### src/rtl/tick_countdown_timer.sv
// Resynchronises a slow square wave into one-cycle ticks and runs a
// loadable, pausable countdown with an expiry pulse and sticky timeout.
module tick_countdown_timer #(
  parameter int SYNC_STAGES = 2,
  parameter int CNT_W       = 8
) (
  input  logic             clk,
  input  logic             reset,
  input  logic             slow_clk,
  input  logic             start,
  input  logic [CNT_W-1:0] load_val,
  input  logic             pause,
  input  logic             cancel,
  output logic             tick,
  output logic [CNT_W-1:0] remaining,
  output logic             busy,
  output logic             expired,
  output logic             timed_out
);

  localparam int WARM = SYNC_STAGES + 1;
  localparam int WW   = $clog2(WARM + 1);

  typedef enum logic [1:0] {
    S_IDLE,
    S_RUN,
    S_HOLD,
    S_DONE
  } state_t;

  state_t state_q, state_d;

  logic [SYNC_STAGES-1:0] sync_q, sync_d;
  logic                   edge_q, edge_d;
  logic [WW-1:0]          warm_q, warm_d;
  logic                   tick_q, tick_d;
  logic [CNT_W-1:0]       rem_q, rem_d;
  logic                   exp_q, exp_d;
  logic                   busy_q, busy_d;
  logic                   to_q, to_d;
  logic                   warm_done;

  always_comb begin
    sync_d    = {sync_q[SYNC_STAGES-2:0], slow_clk};
    edge_d    = sync_q[SYNC_STAGES-1];
    warm_done = (warm_q == WW'(WARM));
    warm_d    = warm_done ? warm_q : warm_q + 1'b1;
    // Suppress the false rise seen while the synchroniser fills after reset
    tick_d    = warm_done & sync_q[SYNC_STAGES-1] & ~edge_q;
  end

  always_comb begin
    state_d = state_q;
    rem_d   = rem_q;
    exp_d   = 1'b0;
    if (cancel) begin
      state_d = S_IDLE;
      rem_d   = '0;
    end else if (start) begin
      rem_d = load_val;
      if (load_val == '0) begin
        state_d = S_DONE;
        exp_d   = 1'b1;
      end else begin
        state_d = S_RUN;
      end
    end else begin
      unique case (state_q)
        S_RUN: begin
          if (pause) begin
            state_d = S_HOLD;
          end else if (tick_q) begin
            if (rem_q > CNT_W'(1)) begin
              rem_d = rem_q - 1'b1;
            end else if (rem_q == CNT_W'(1)) begin
              rem_d   = '0;
              exp_d   = 1'b1;
              state_d = S_DONE;
            end
          end
        end
        S_HOLD: begin
          if (!pause) state_d = S_RUN;
        end
        default: ;
      endcase
    end
    busy_d = (state_d == S_RUN) || (state_d == S_HOLD);
    to_d   = (state_d == S_DONE);
  end

  always_ff @(posedge clk or negedge reset) begin
    if (!reset) begin
      sync_q  <= '0;
      edge_q  <= 1'b0;
      warm_q  <= '0;
      tick_q  <= 1'b0;
      state_q <= S_IDLE;
      rem_q   <= '0;
      exp_q   <= 1'b0;
      busy_q  <= 1'b0;
      to_q    <= 1'b0;
    end else begin
      sync_q  <= sync_d;
      edge_q  <= edge_d;
      warm_q  <= warm_d;
      tick_q  <= tick_d;
      state_q <= state_d;
      rem_q   <= rem_d;
      exp_q   <= exp_d;
      busy_q  <= busy_d;
      to_q    <= to_d;
    end
  end

  assign tick      = tick_q;
  assign remaining = rem_q;
  assign busy      = busy_q;
  assign expired   = exp_q;
  assign timed_out = to_q;

endmodule

### config.mk
export PLATFORM = sky130hd
export DESIGN_NAME = tick_countdown_timer
export DESIGN_NICKNAME = d
export VERILOG_FILES = /design/src/rtl/tick_countdown_timer.sv
export SDC_FILE = /design/constraint.sdc
export NUM_CORES = 1
export LEC_CHECK = 0
export ABC_CLOCK_PERIOD_IN_PS = 5400
export BUFFER_PORTS_ARGS = -buffer_cell sky130_fd_sc_hd__buf_2
export CAP_MARGIN = 5
export CORE_UTILIZATION = 55
export CTS_CLUSTER_SIZE = 28
export DETAILED_ROUTE_END_ITERATION = 6
export GPL_TIMING_DRIVEN = 0
export HOLD_SLACK_MARGIN = 0.03
export PLACE_DENSITY = 0.81
export SYNTH_ARGS = -nofsm -noshare
export SYNTH_HDL_FRONTEND = slang
export SYNTH_SLANG_ARGS = --single-unit
### constraint.sdc
create_clock -name clk -period 5.4 [get_ports clk]
set_clock_uncertainty 0.15 [all_clocks]
set_input_delay 1.35 -clock clk [delete_from_list [all_inputs] [get_ports clk]]
set_output_delay 1.35 -clock clk [all_outputs]
set_load 0.02 [all_outputs]
== Yosys cells after proc, flatten, opt, wreduce, memory -nomap -nowiden ==
Cells that the tools add are included.
Operators by class
  shift operators: 0
  equality and inequality tests: 8
  $lt $le $gt $ge: 1
  reductions and logical operators: 6
  muxes and demuxes: 24
  divide/modulo/power cells: 0
  $mul: 0
  bitwise logic cells: 3
  $add $sub $neg: 2
Operator list (number)
  $mux 8: 7
  $mux 2: 8
  $eq 2x2->1 const B: 4
  $eq 8x1->1 const B: 1
  $gt 8x1->1 const B: 1
  $logic_not 8->1: 1
  $mux 1: 8
  $sub 8x1->8 const B: 1
  $reduce_bool 3->1: 2
  $eq 2x1->1 const B: 2
  $pmux 2 s2: 1
  $reduce_and 4->1: 1
  $reduce_bool 4->1: 1
  $ne 3x2->1 const B: 1
  $add 2x1->2 const B: 1
  $and 1x1->1: 2
  $logic_or 1x1->1: 1
  $not 1->1: 1
Storage, ports and cells
  memory bits (writable): 0
  ROM bits: 0
  flip-flop bits (word level): 19
  output and inout port bits: 12
  logic and storage cells: 53
  bits in latches: 0
  memories kept: 0

== Longest topological paths before layout ==
Gate-level depths: netlist of the first run.
  word-level depth: 10
  depth in mapped cells: 7

== Worst setup path before layout of the first run ==
No wires, ideal clock.
  path type: input -> register
  start point: input port start
  end point: register busy_q, in the netlist busy
  buffers on the path: 2
  data required time: 5.124 ns
  arrival time: 2.357 ns
  path slack: 2.767 ns
  stages on the path: 5
  cells stage by stage: buf_1 buf_2 a21oi_1 o22ai_1 ha_1
On the way
  word-level cells in the longest chain between the ends: 4
  elaborated cells on any way between the ends: 5
  classes of those cells: eq/ne: 2; mux: 2; reduce/logical: 1
Ends and longest elaborated chain
  from (decl): line 10  | input logic start,
  $mux 2 *: line 59  | end else if (start) begin
  $mux 2 *: line 56  | if (cancel) begin
  net state_d[0]: line 31  | state_t state_q, state_d;
  $eq 2x1->1 or $eq 2x2->1 (tied branches): line 88  | busy_d = (state_d == S_RUN) || (state_d == S_HOLD);
  $logic_or 1x1->1 *: line 88
  net busy_d: line 39  | logic busy_q, busy_d;
  to (signal assigned): line 111  | busy_q <= busy_d;
  to (decl): line 39
The timed path passes the listed nets; every way through them passes the cells marked *.
A chain may end at the register's enable or synchronous reset.

== Worst setup path in the final report of the first run ==
Same ends and word-level chain as after synthesis.

==> implementation parameters, run 1 <==
Parameter                              Value

Clock tree
  Hold-fix buffers, CTS ... 0
  CTS tree ... yes
  # Post-CTS Setup Buffers ... 0
  Clk root buf ... sky130_fd_sc_hd__clkbuf_4
  Insertion delay of the later-clocked pin in the worst-skew pair ... between 0.2 and 0.3 ns
  Clock Pin Slew Worst Setup and Hold Paths ... around 0.10 ns
  Clock tree sinks ... 19
  Count of H-tree levels built during CTS ... 1
  TritonCTS Buffers ... 3
  Worst-case clock buffer depth ... 2
  Number of instances resized during post-cts repair ... 0

Critical path
  Launch point of the worst reg-to-reg path ... remaining[2]$_DFFE_PN0P_
  Worst setup path endpoint ... busy$_DFF_PN0_
  Worst setup path start ... start
  Kind of critical path ... input pin to flip-flop
  Critical path launch point type ... input pin
  Arrival time worst endpoint ... roughly 2.7 ns
  Cell with the most instances on the worst path ... sky130_fd_sc_hd__buf_2
  Buf/Inv on CP ... 3
  Maximum fanout along the worst path ... 10
  Endpoint of the worst register-to-register path ... busy$_DFF_PN0_
  Register-to-register setup slack ... between 3 and 4 ns
  Critical Path Max Stage Delay ... around 0.4 ns
  Total stage count of the critical path ... 6
  Cell-by-cell trace of the critical path ... buf_2, buf_1, buf_2, a21oi_1, o22ai_1, ha_1
  Crit. End Element ... flip-flop
  Crit path required time ... around 5.4 ns
  Reg2Reg Depth ... 5
  Cell with the largest stage delay on the worst path ... sky130_fd_sc_hd__buf_1
  Crit-path leading delay family ... buffers and inverters

Synth
  Number of distinct library cell variants in the gate-level netlist after synthesis ... 45
  Mean instance size in the synthesized netlist ... 10.28 sq um
  Cell types occupying the most area after synthesis ... sky130_fd_sc_hd__dfrtp_1 (41%), sky130_fd_sc_hd__ha_1 (6.5%), sky130_fd_sc_hd__o2bb2ai_1 (5.3%)
  Library cell with the highest instance count after synthesis ... sky130_fd_sc_hd__dfrtp_1
  Area fraction of the dominant cell type after synthesis ... around two fifths
  Cell area after synthesis ... 1161 sq um
  Synth top cells by count ... sky130_fd_sc_hd__dfrtp_1 (19), sky130_fd_sc_hd__nor2_1 (9), sky130_fd_sc_hd__o2bb2ai_1 (7)
  Flip-flop cell with the highest count after synthesis ... sky130_fd_sc_hd__dfrtp_1
  Synth Instances ... around 110
  Syn_nets ... 133
  Async set-or-reset flop fraction in the synthesized netlist ... 100.0%
  Library cell occupying the most area in the post-synthesis netlist ... sky130_fd_sc_hd__dfrtp_1
  Seq/Total Area, Yosys ... about two fifths
  Flop and latch count out of synthesis ... 19
  Count of flip-flops with a built-in enable after synthesis ... 0
  Synthesis Warnings ... 0

STA
  Final WS setup ... roughly 2.7 ns
  Highest attainable clock frequency ... approximately 0.37 GHz
  Post-layout minimum cycle time ... roughly 2.7 ns
  Final TNS setup ... 0 ns
  Slew headroom ... between 60 and 70%
  Unrepaired setup endpoints after global routing ... false
  Pins over their slew limit ... 0
  Final number of hold-violating endpoints ... 0
  Total of endpoints with negative setup slack in the final report ... 0
  Ratio of final minimum period to clock period ... 50.08%
  Transition time at the pin with the least slew margin ... 0.5505 ns

Min path
  Hold-critical path depth ... 0
  Class of the most critical hold timing path ... flip-flop to flip-flop

Final layout
  Diode count ... 0
  Number of standard cells in the final layout excluding fillers ... ~170
  Final-stage net count ... around 160
  Layout cell share with drive strength beyond 1 ... between 20% and 30%
  Fill cell count ... 160
  Area Growth Syn to Fin ... 16.06%

GRT
  Largest net degree at the start of global routing ... 20
  Global-route congestion overflow total ... 0
  Vias in the first global route ... roughly 900
  Tot GR Track Use ... 27.27%
  Wire length of the first global-routing pass ... approximately 4.3 mm
  Antenna violations before repair ... 0

Die
  Die outline area ... 2299 sq um
  Area inside the core boundary ... between 1500 and 2000 sq um
  Number of rows in the core area ... 16
  Initial core utilization ... ~59%
  Die X-Extent ... between 40 and 50 um
  Count of pins on the block boundary ... 26
  Die Ht ... around 48 um

Status
  Result of the run ... complete, no violations

Power
  Power consumption ... 0.3327 mW
  Power density cells ... around 250 nW/um^2
  VDD IR-drop max ... 0.1995 mV
  Static leakage ... between 0.5 and 0.6 nW

Route
  Antenna Nets Post-Route ... 0
  Total vias in the final route ... 1,064
  Detailed-route wire length per cell ... between 15 and 20 um
  Number of detailed-route iterations in the first pass ... 4
  WL final ... 2.745 mm
  Post-route DRC ... 0
  Vias/cell ... ~6.3
  First DRT Iteration DRCs ... just over 50

Placed design
  Total of buffers placed on input and output ports ... 25
  DP Wirelength ... between 2 and 2.5 mm
  Dpl ws ... approximately 2.4 ns
  GP Congestion ... roughly 0.9
  Number of cells in the design after placement ... 165

Run
  Maximum Capacitance Violations ... 0
## worst register-to-register path: stages (launching register included)
cell and delay (ns):
sky130_fd_sc_hd__dfrtp_1 0.51, sky130_fd_sc_hd__or3_2 0.53, sky130_fd_sc_hd__nor2_1 0.26, sky130_fd_sc_hd__nand4_1 0.16, sky130_fd_sc_hd__a221oi_2 0.30, sky130_fd_sc_hd__ha_1 0.28
## how the worst min path moves through the flow
stage | from | to | slack, ns
5_1_grt | sync_q[0]$_DFF_PN0_ | sync_q[1]$_DFF_PN0_ | 0.21
3_5_place_dp | sync_q[0]$_DFF_PN0_ | sync_q[1]$_DFF_PN0_ | 0.20
2_1_floorplan | sync_q[0]$_DFF_PN0_ | sync_q[1]$_DFF_PN0_ | 0.18
6_report | sync_q[0]$_DFF_PN0_ | sync_q[1]$_DFF_PN0_ | 0.21
3_3_place_gp | sync_q[0]$_DFF_PN0_ | sync_q[1]$_DFF_PN0_ | 0.19
4_1_cts | sync_q[0]$_DFF_PN0_ | sync_q[1]$_DFF_PN0_ | 0.21
## area by class of cell
type / instances / area, sq um / share of cell area (%)
well taps: 27 / 33.78 / 2.507
multi-input cells: 86 / 654.4 / 48.56
clock inverters: 1 / 5.005 / 0.3714
flip-flops and latches: 19 / 475.5 / 35.28
repair buffers: 25 / 125.1 / 9.285
inverters: 5 / 18.77 / 1.393
plain buffers: 3 / 12.51 / 0.9285
clock buffers: 3 / 22.52 / 1.671
## power by group
part | switching [mW] | total, mW | internal, mW
sequential | 0.0114 | 0.162 | 0.151
combinational | 0.0620 | 0.103 | 0.0410
clock | 0.0400 | 0.0675 | 0.0275
## layer usage
layer  part of all wire, %  vias up  routed length (um)  global-route usage (%)
met5                     0        -                   0                       0
met4                   2.1        0                  57                   10.56
met3                   8.3        9                 228                   5.283
met2                    45       63                1246                   37.84
met1                    44      494                1213                   41.79
li1                      -      498                   -                       -
## per-stage QoR
| step | cell area [sq um] | util [%] | hold WS (ns) |
|---|---|---|---|
| after global placement | 1320 | 66.60 | 0.1900 |
| after floorplan | 1161 | - | 0.1812 |
| after global routing | 1348 | 67.99 | 0.2071 |
| final | 1348 | 67.99 | 0.2075 |
| after detailed placement | 1320 | 66.60 | 0.1964 |
| after CTS | 1348 | 67.99 | 0.2123 |
## sequential cells by signal, indices dropped and copies added, names as in the netlist
name       cells
warm_q         2
remaining      8
busy           1
edge_q         1
expired        1
tick           1
state_q        2
sync_q         2
timed_out      1
## cells by family after synthesis
kind of cell	Yosys count	share of synthesized area, %
AOI/OAI and AO/OA	36	26.29
xor gates and xnor gates	1	0.7544
adders and majority gates	6	6.465
buffers and inverters	8	2.693
DFF	19	40.95
muxes	1	0.9698
and+or+nand+nor	42	21.87
## placed cells by master, fill, tap and decap left out, drive strengths merged, types with 2 or more instances in the layout
master   count
dfrtp       19
nand2        3
a21oi        4
nor2         9
clkbuf       4
or4          2
o22ai        2
o41ai        2
a41oi        2
nand3        3
inv          5
nor2b        4
nor4         3
nand3b       2
o2bb2ai      7
or2          2
ha           6
a311oi       2
o21ai        3
nor3         4
and2         2
a31oi        2
a22oi        2
buf         27
or3          4
a211oi       2
Note: power is estimated with default switching activity, not from simulation.
==> run 2, diff against run 1 <==
- ABC_CLOCK_PERIOD_IN_PS: 5400 -> 2310
- CORE_UTILIZATION: 55 -> 47
- PLACE_DENSITY: 0.81 -> 0.74
- clock period: 5.4 -> 2.31 ns (I/O delays scaled with it)
==> run 2 against run 1 <==
  * Combinational power increased by 130%
  * Sequential share of layout area decreased by 0.32 points
  * Sequential power increased by 130%
  * Clock-buffer cell count unchanged
  * Clock power increased to 2.5 times the previous value
  * Global-route usage decreased by 4.9 points
  * Flip-flop and latch count unchanged
  * Core utilization decreased by 8.2 points
  * Non-clock buffer count unchanged
  * First-iteration DRC count increased by 2.0%
  * Final cell count increased by 0.59%
  * Worst setup slack got worse by 2.5 ns
==> implementation parameters, run 2 (synthesis gave the netlist of run 1 again) <==
Parameter                              Value

STA
  Transition time at the pin with the least slew margin ... 0.5576 ns
  Total of endpoints with negative setup slack in the final report ... 0
  Ratio of final minimum period to clock period ... 93.61%
  Pins over their slew limit ... 0
  Highest attainable clock frequency ... around 0.46 GHz
  Post-layout minimum cycle time ... ~2.2 ns
  Slew headroom ... 62.55%
  Unrepaired setup endpoints after global routing ... false
  Final TNS setup ... 0 ns
  Final number of hold-violating endpoints ... 0
  Final WS setup ... between 0.1 and 0.15 ns

Placed design
  DP Wirelength ... around 2.0 mm
  Total of buffers placed on input and output ports ... 25
  GP Congestion ... roughly 0.94
  Total cell area at the placement stage ... ~1300 sq um
  Dpl ws ... between 0.1 and 0.15 ns

Power
  Share of total power in the clock network ... a little over a fifth
  Combinational Power Share ... roughly 31%
  Static leakage ... approximately 0.59 nW
  Switching power share of the total ... between 30% and 40%
  Internal power of the cells ... between 0.5 and 0.6 mW
  Sequential cell fraction of total power ... 47.8%
  Power density cells ... approximately 580 nW/um^2
  Sw power ... 0.2761 mW
  VDD IR-drop max ... approximately 0.49 mV

Critical path
  Arrival time worst endpoint ... about 2.2 ns
  Maximum fanout along the worst path ... 8
  Launch point of the worst reg-to-reg path ... remaining[2]$_DFFE_PN0P_
  Kind of critical path ... flip-flop to flip-flop
  Crit path required time ... between 2 and 2.5 ns
  Critical path launch point type ... flip-flop
  Register-to-register setup slack ... around 0.15 ns
  Endpoint of the worst register-to-register path ... busy$_DFF_PN0_
  Crit. End Element ... flip-flop
  Reg2Reg Depth ... 5

Clock tree
  Count of H-tree levels built during CTS ... 1
  Number of instances resized during post-cts repair ... 0
  # Post-CTS Setup Buffers ... 0
  Clock tree sinks ... 19
  Insertion delay of the later-clocked pin in the worst-skew pair ... ~0.30 ns
  Clock Pin Slew Worst Setup and Hold Paths ... 0.12 ns
  Worst-case clock buffer depth ... 2
  Hold-fix buffers, CTS ... 0
  TritonCTS Buffers ... 3
  CTS tree ... yes
  Clk root buf ... sky130_fd_sc_hd__clkbuf_4

Status
  Result of the run ... complete, no violations

Die
  Number of rows in the core area ... 17
  Die outline area ... 2673 sq um
  Area inside the core boundary ... ~2300 sq um
  Count of pins on the block boundary ... 26
  Die X-Extent ... ~52 um
  Initial core utilization ... about half
  Die Ht ... slightly above 50 um

GRT
  Tot GR Track Use ... about 22%
  Antenna violations before repair ... 0
  Wire length of the first global-routing pass ... around 4.5 mm
  Vias in the first global route ... slightly below 1k
  Largest net degree at the start of global routing ... 20
  Global-route congestion overflow total ... 0

Route
  First DRT Iteration DRCs ... 52
  Vias/cell ... 6.253
  Total vias in the final route ... approximately 1.1k
  WL final ... between 2 and 3 mm
  Post-route DRC ... 0
  Detailed-route wire length per cell ... between 15 and 20 um
  Antenna Nets Post-Route ... 0
  Number of detailed-route iterations in the first pass ... 4

Final layout
  Cell area after layout ... between 1000 and 1500 sq um
  Diode count ... 0
  Fill cell count ... around 210
  Area used by multi-input combinational logic ... about 660 sq um
  Reg area ... 475.5 sq um
  Area Growth Syn to Fin ... 17.13%
  Most common cell after layout, fill and taps aside ... sky130_fd_sc_hd__buf_2
  Utilization after layout ... 59.76%
  Largest register FFs ... 8
  Final-stage net count ... 163
  Commonest non-fill, non-tap cells in the layout ... sky130_fd_sc_hd__buf_2 (26), sky130_fd_sc_hd__dfrtp_1 (19), sky130_fd_sc_hd__nor2_1 (8), sky130_fd_sc_hd__o2bb2ai_1 (7), sky130_fd_sc_hd__ha_1 (6)
  Layout cell share with drive strength beyond 1 ... between 20% and 30%

Run
  Maximum Capacitance Violations ... 0

Min path
  Class of the most critical hold timing path ... input pin to async pin
[run 2: cell types whose count changed in the layout (fill, tap and decap cells not counted), sizes merged]
cell      change
clkinvlp      +1
clkinv        -1
[run 2: final cells by class]
type                       count  area share, %
buffer                         3         0.9200
clock buffer                   3          1.656
clock inverter                 1         0.5520
inverter                       5          1.380
multi-input combinational     86          48.76
sequential                    19          34.96
tap                           28          2.576
timing repair buffer          25          9.200
[run 2: how the worst max path moves through the flow]
stage	end	slack [ns]	start	cells past startpoint
global route	remaining[4]$_DFFE_PN0P_	0.005	remaining[0]$_DFFE_PN0P_	6
detailed placement	busy$_DFF_PN0_	0.12	start	6
global placement	busy$_DFF_PN0_	0.11	start	6
finish	busy$_DFF_PN0_	0.15	remaining[2]$_DFFE_PN0P_	5
floorplan	busy$_DFF_PN0_	0.18	remaining[2]$_DFFE_PN0P_	5
CTS	busy$_DFF_PN0_	0.09	remaining[2]$_DFFE_PN0P_	5
[run 2: power by group through the flow]
stage	Clock (mW)	Combinational [mW]	Sequential [mW]
6_report	0.171	0.242	0.378
2_1_floorplan	0	0.148	0.399
4_1_cts	0.181	0.235	0.378
3_3_place_gp	0	0.233	0.383
5_1_grt	0.191	0.267	0.381
3_5_place_dp	0	0.234	0.384
[run 2: per-layer routing]
layer	GRT usage, %	share of wire [%]	up-vias
met3	6.140	7.7	2
met1	31.17	47	512
li1	-	-	501
met2	35.50	45	48
met5	0	0	-
met4	3.153	0.34	0
[run 2: critical path, cell delays in order, from the launching register on]
cell and delay (ns):
sky130_fd_sc_hd__dfrtp_1 0.49, sky130_fd_sc_hd__or3_2 0.53, sky130_fd_sc_hd__nor2_2 0.17, sky130_fd_sc_hd__nand4_1 0.14, sky130_fd_sc_hd__a221oi_2 0.30, sky130_fd_sc_hd__ha_1 0.28
[run 2: per-stage QoR]
stage,cells,hold slack [ns],power (mW)
after detailed placement,166,0.1905,0.6187
after CTS,170,0.05115,0.7940
after floorplan,113,0.1319,0.5476
after global routing,170,0.07769,0.8391
after global placement,166,0.1861,0.6161
final,170,0.03872,0.7914
==> run 3, diff against run 2 <==
- CORE_ASPECT_RATIO: default -> 0.8
- CORE_MARGIN: default -> 4
==> run 3 against run 2 <==
  * Total power up 0.55%
  * Routed wire length up 14%
  * Via count up 2.2%
==> implementation parameters, run 3 (synthesis gave the netlist of run 1 again) <==
Parameter                              Value

Final layout
  Number of standard cells in the final layout excluding fillers ... roughly 170
  Layout cell share with drive strength beyond 1 ... between 20 and 30%
  Commonest non-fill, non-tap cells in the layout ... sky130_fd_sc_hd__buf_2 (26), sky130_fd_sc_hd__dfrtp_1 (18), sky130_fd_sc_hd__nor2_1 (8), sky130_fd_sc_hd__o2bb2ai_1 (7), sky130_fd_sc_hd__ha_1 (6)
  Largest register FFs ... 8
  Most common cell after layout, fill and taps aside ... sky130_fd_sc_hd__buf_2
  Fill cell count ... 206
  Area used by multi-input combinational logic ... 656.9 sq um
  Reg area ... 476.7 sq um
  Final-stage net count ... 163
  Diode count ... 0
  Cell area after layout ... 1348 sq um
  Area Growth Syn to Fin ... 16.06%

Clock tree
  Hold-fix buffers, CTS ... 0
  Insertion delay of the later-clocked pin in the worst-skew pair ... ~0.3 ns
  Clock Pin Slew Worst Setup and Hold Paths ... between 0.1 and 0.15 ns
  Count of H-tree levels built during CTS ... 1
  # Post-CTS Setup Buffers ... 0
  TritonCTS Buffers ... 3
  CTS tree ... yes
  Clk root buf ... sky130_fd_sc_hd__clkbuf_4
  Clock tree sinks ... 19
  Number of instances resized during post-cts repair ... 0
  Worst-case clock buffer depth ... 2

Route
  Detailed-route wire length per cell ... ~18 um
  First DRT Iteration DRCs ... 72
  Vias/cell ... about 6.5
  Antenna Nets Post-Route ... 0
  WL final ... roughly 3.0 mm
  Total vias in the final route ... 1,086
  Post-route DRC ... 0
  Number of detailed-route iterations in the first pass ... 4

STA
  Highest attainable clock frequency ... roughly 0.45 GHz
  Final number of hold-violating endpoints ... 0
  Post-layout minimum cycle time ... between 2 and 2.5 ns
  Unrepaired setup endpoints after global routing ... false
  Total of endpoints with negative setup slack in the final report ... 0
  Final TNS setup ... 0 ns
  Slew headroom ... between 60% and 70%
  Pins over their slew limit ... 0
  Final Hold Slack ... between 0.03 and 0.04 ns
  Ratio of final minimum period to clock period ... 95.22%
  Transition time at the pin with the least slew margin ... around 0.59 ns

Die
  Die outline area ... about 3300 sq um
  Die X-Extent ... 63.57 um
  Area inside the core boundary ... between 2000 and 2500 sq um
  Initial core utilization ... 51.56%
  Count of pins on the block boundary ... 26
  Number of rows in the core area ... 15
  Die Ht ... around 52 um

GRT
  Largest net degree at the start of global routing ... 20
  Global-route congestion overflow total ... 0
  Vias in the first global route ... 991
  Wire length of the first global-routing pass ... 4.823 mm
  Tot GR Track Use ... 18.74%
  Antenna violations before repair ... 0

Power
  Power density cells ... slightly below 600 nW/um^2
  Power consumption ... around 0.80 mW
  VDD IR-drop max ... approximately 0.33 mV
  Static leakage ... approximately 0.59 nW

Min path
  Class of the most critical hold timing path ... input pin to async pin

Placed design
  Number of cells in the design after placement ... 163
  Total cell area at the placement stage ... between 1000 and 1500 sq um
  GP Congestion ... ~0.92
  Total of buffers placed on input and output ports ... 25
  DP Wirelength ... ~2.3 mm

Critical path
  Crit. End Element ... flip-flop
  Crit path required time ... around 2.4 ns
  Critical path launch point type ... flip-flop
  Arrival time worst endpoint ... roughly 2.2 ns
  Maximum fanout along the worst path ... 8
  Kind of critical path ... flip-flop to flip-flop

Status
  Result of the run ... complete, no violations

Run
  Maximum Capacitance Violations ... 0
[run 3: cell count changes in the layout (fill, tap and decap cells not counted)]
cell and change:
sky130_fd_sc_hd__a31oi_1 +1, sky130_fd_sc_hd__a31oi_2 -1, sky130_fd_sc_hd__clkbuf_1 +1, sky130_fd_sc_hd__clkinvlp_4 -1
sky130_fd_sc_hd__dfrtp_1 -1, sky130_fd_sc_hd__dfrtp_2 +1
[run 3: worst max-delay path, stage by stage (launching register included)]
cell and delay [ns]:
sky130_fd_sc_hd__dfrtp_1 0.48, sky130_fd_sc_hd__or3_2 0.53, sky130_fd_sc_hd__nor2_2 0.20, sky130_fd_sc_hd__nand4_1 0.15
sky130_fd_sc_hd__a221oi_2 0.29, sky130_fd_sc_hd__ha_1 0.29
[run 3: final timing paths]
check	startpoint	end	slack, ns	depth (start not counted)
min in group clk	sync_q[0]$_DFF_PN0_	sync_q[1]$_DFF_PN0_	0.21	0
min	reset	expired$_DFF_PN0_	0.04	1
max reg2reg	remaining[2]$_DFFE_PN0P_	busy$_DFF_PN0_	0.11	5
max	remaining[2]$_DFFE_PN0P_	busy$_DFF_PN0_	0.11	5
max in group asynchronous	reset	remaining[0]$_DFFE_PN0P_	1.64	1
min reg2reg	sync_q[0]$_DFF_PN0_	sync_q[1]$_DFF_PN0_	0.21	0
[run 3: cell type report]
type,instances,share of cell area (%)
plain buffers,3,0.9285
flip-flops and latches,19,35.38
repair buffers,25,9.285
multi-input cells,86,48.75
clock buffers,4,1.950
well taps,25,2.321
inverters,5,1.393
[run 3: routing by layer]
metal | global-route usage (%) | routed length [um] | vias to the layer above
met1 | 26.01 | 1257 | 502
li1 | - | - | 503
met2 | 28.60 | 1346 | 73
met3 | 6.223 | 368 | 8
met4 | 3.584 | 43 | 0
met5 | 0 | 0 | -
[run 3: per-stage QoR]
stage	util (%)	worst slack [ns]
2_1_floorplan	-	0.1791
3_3_place_gp	58.50	0.07671
3_5_place_dp	58.50	0.03076
4_1_cts	59.67	0.04902
5_1_grt	59.83	0.006820
6_report	59.83	0.1104
[run 3: where the power goes]
| part | internal, mW | switching, mW | total, mW |
|---|---|---|---|
| clock | 0.0674 | 0.101 | 0.168 |
| combinational | 0.0970 | 0.151 | 0.248 |
| sequential | 0.353 | 0.0270 | 0.380 |
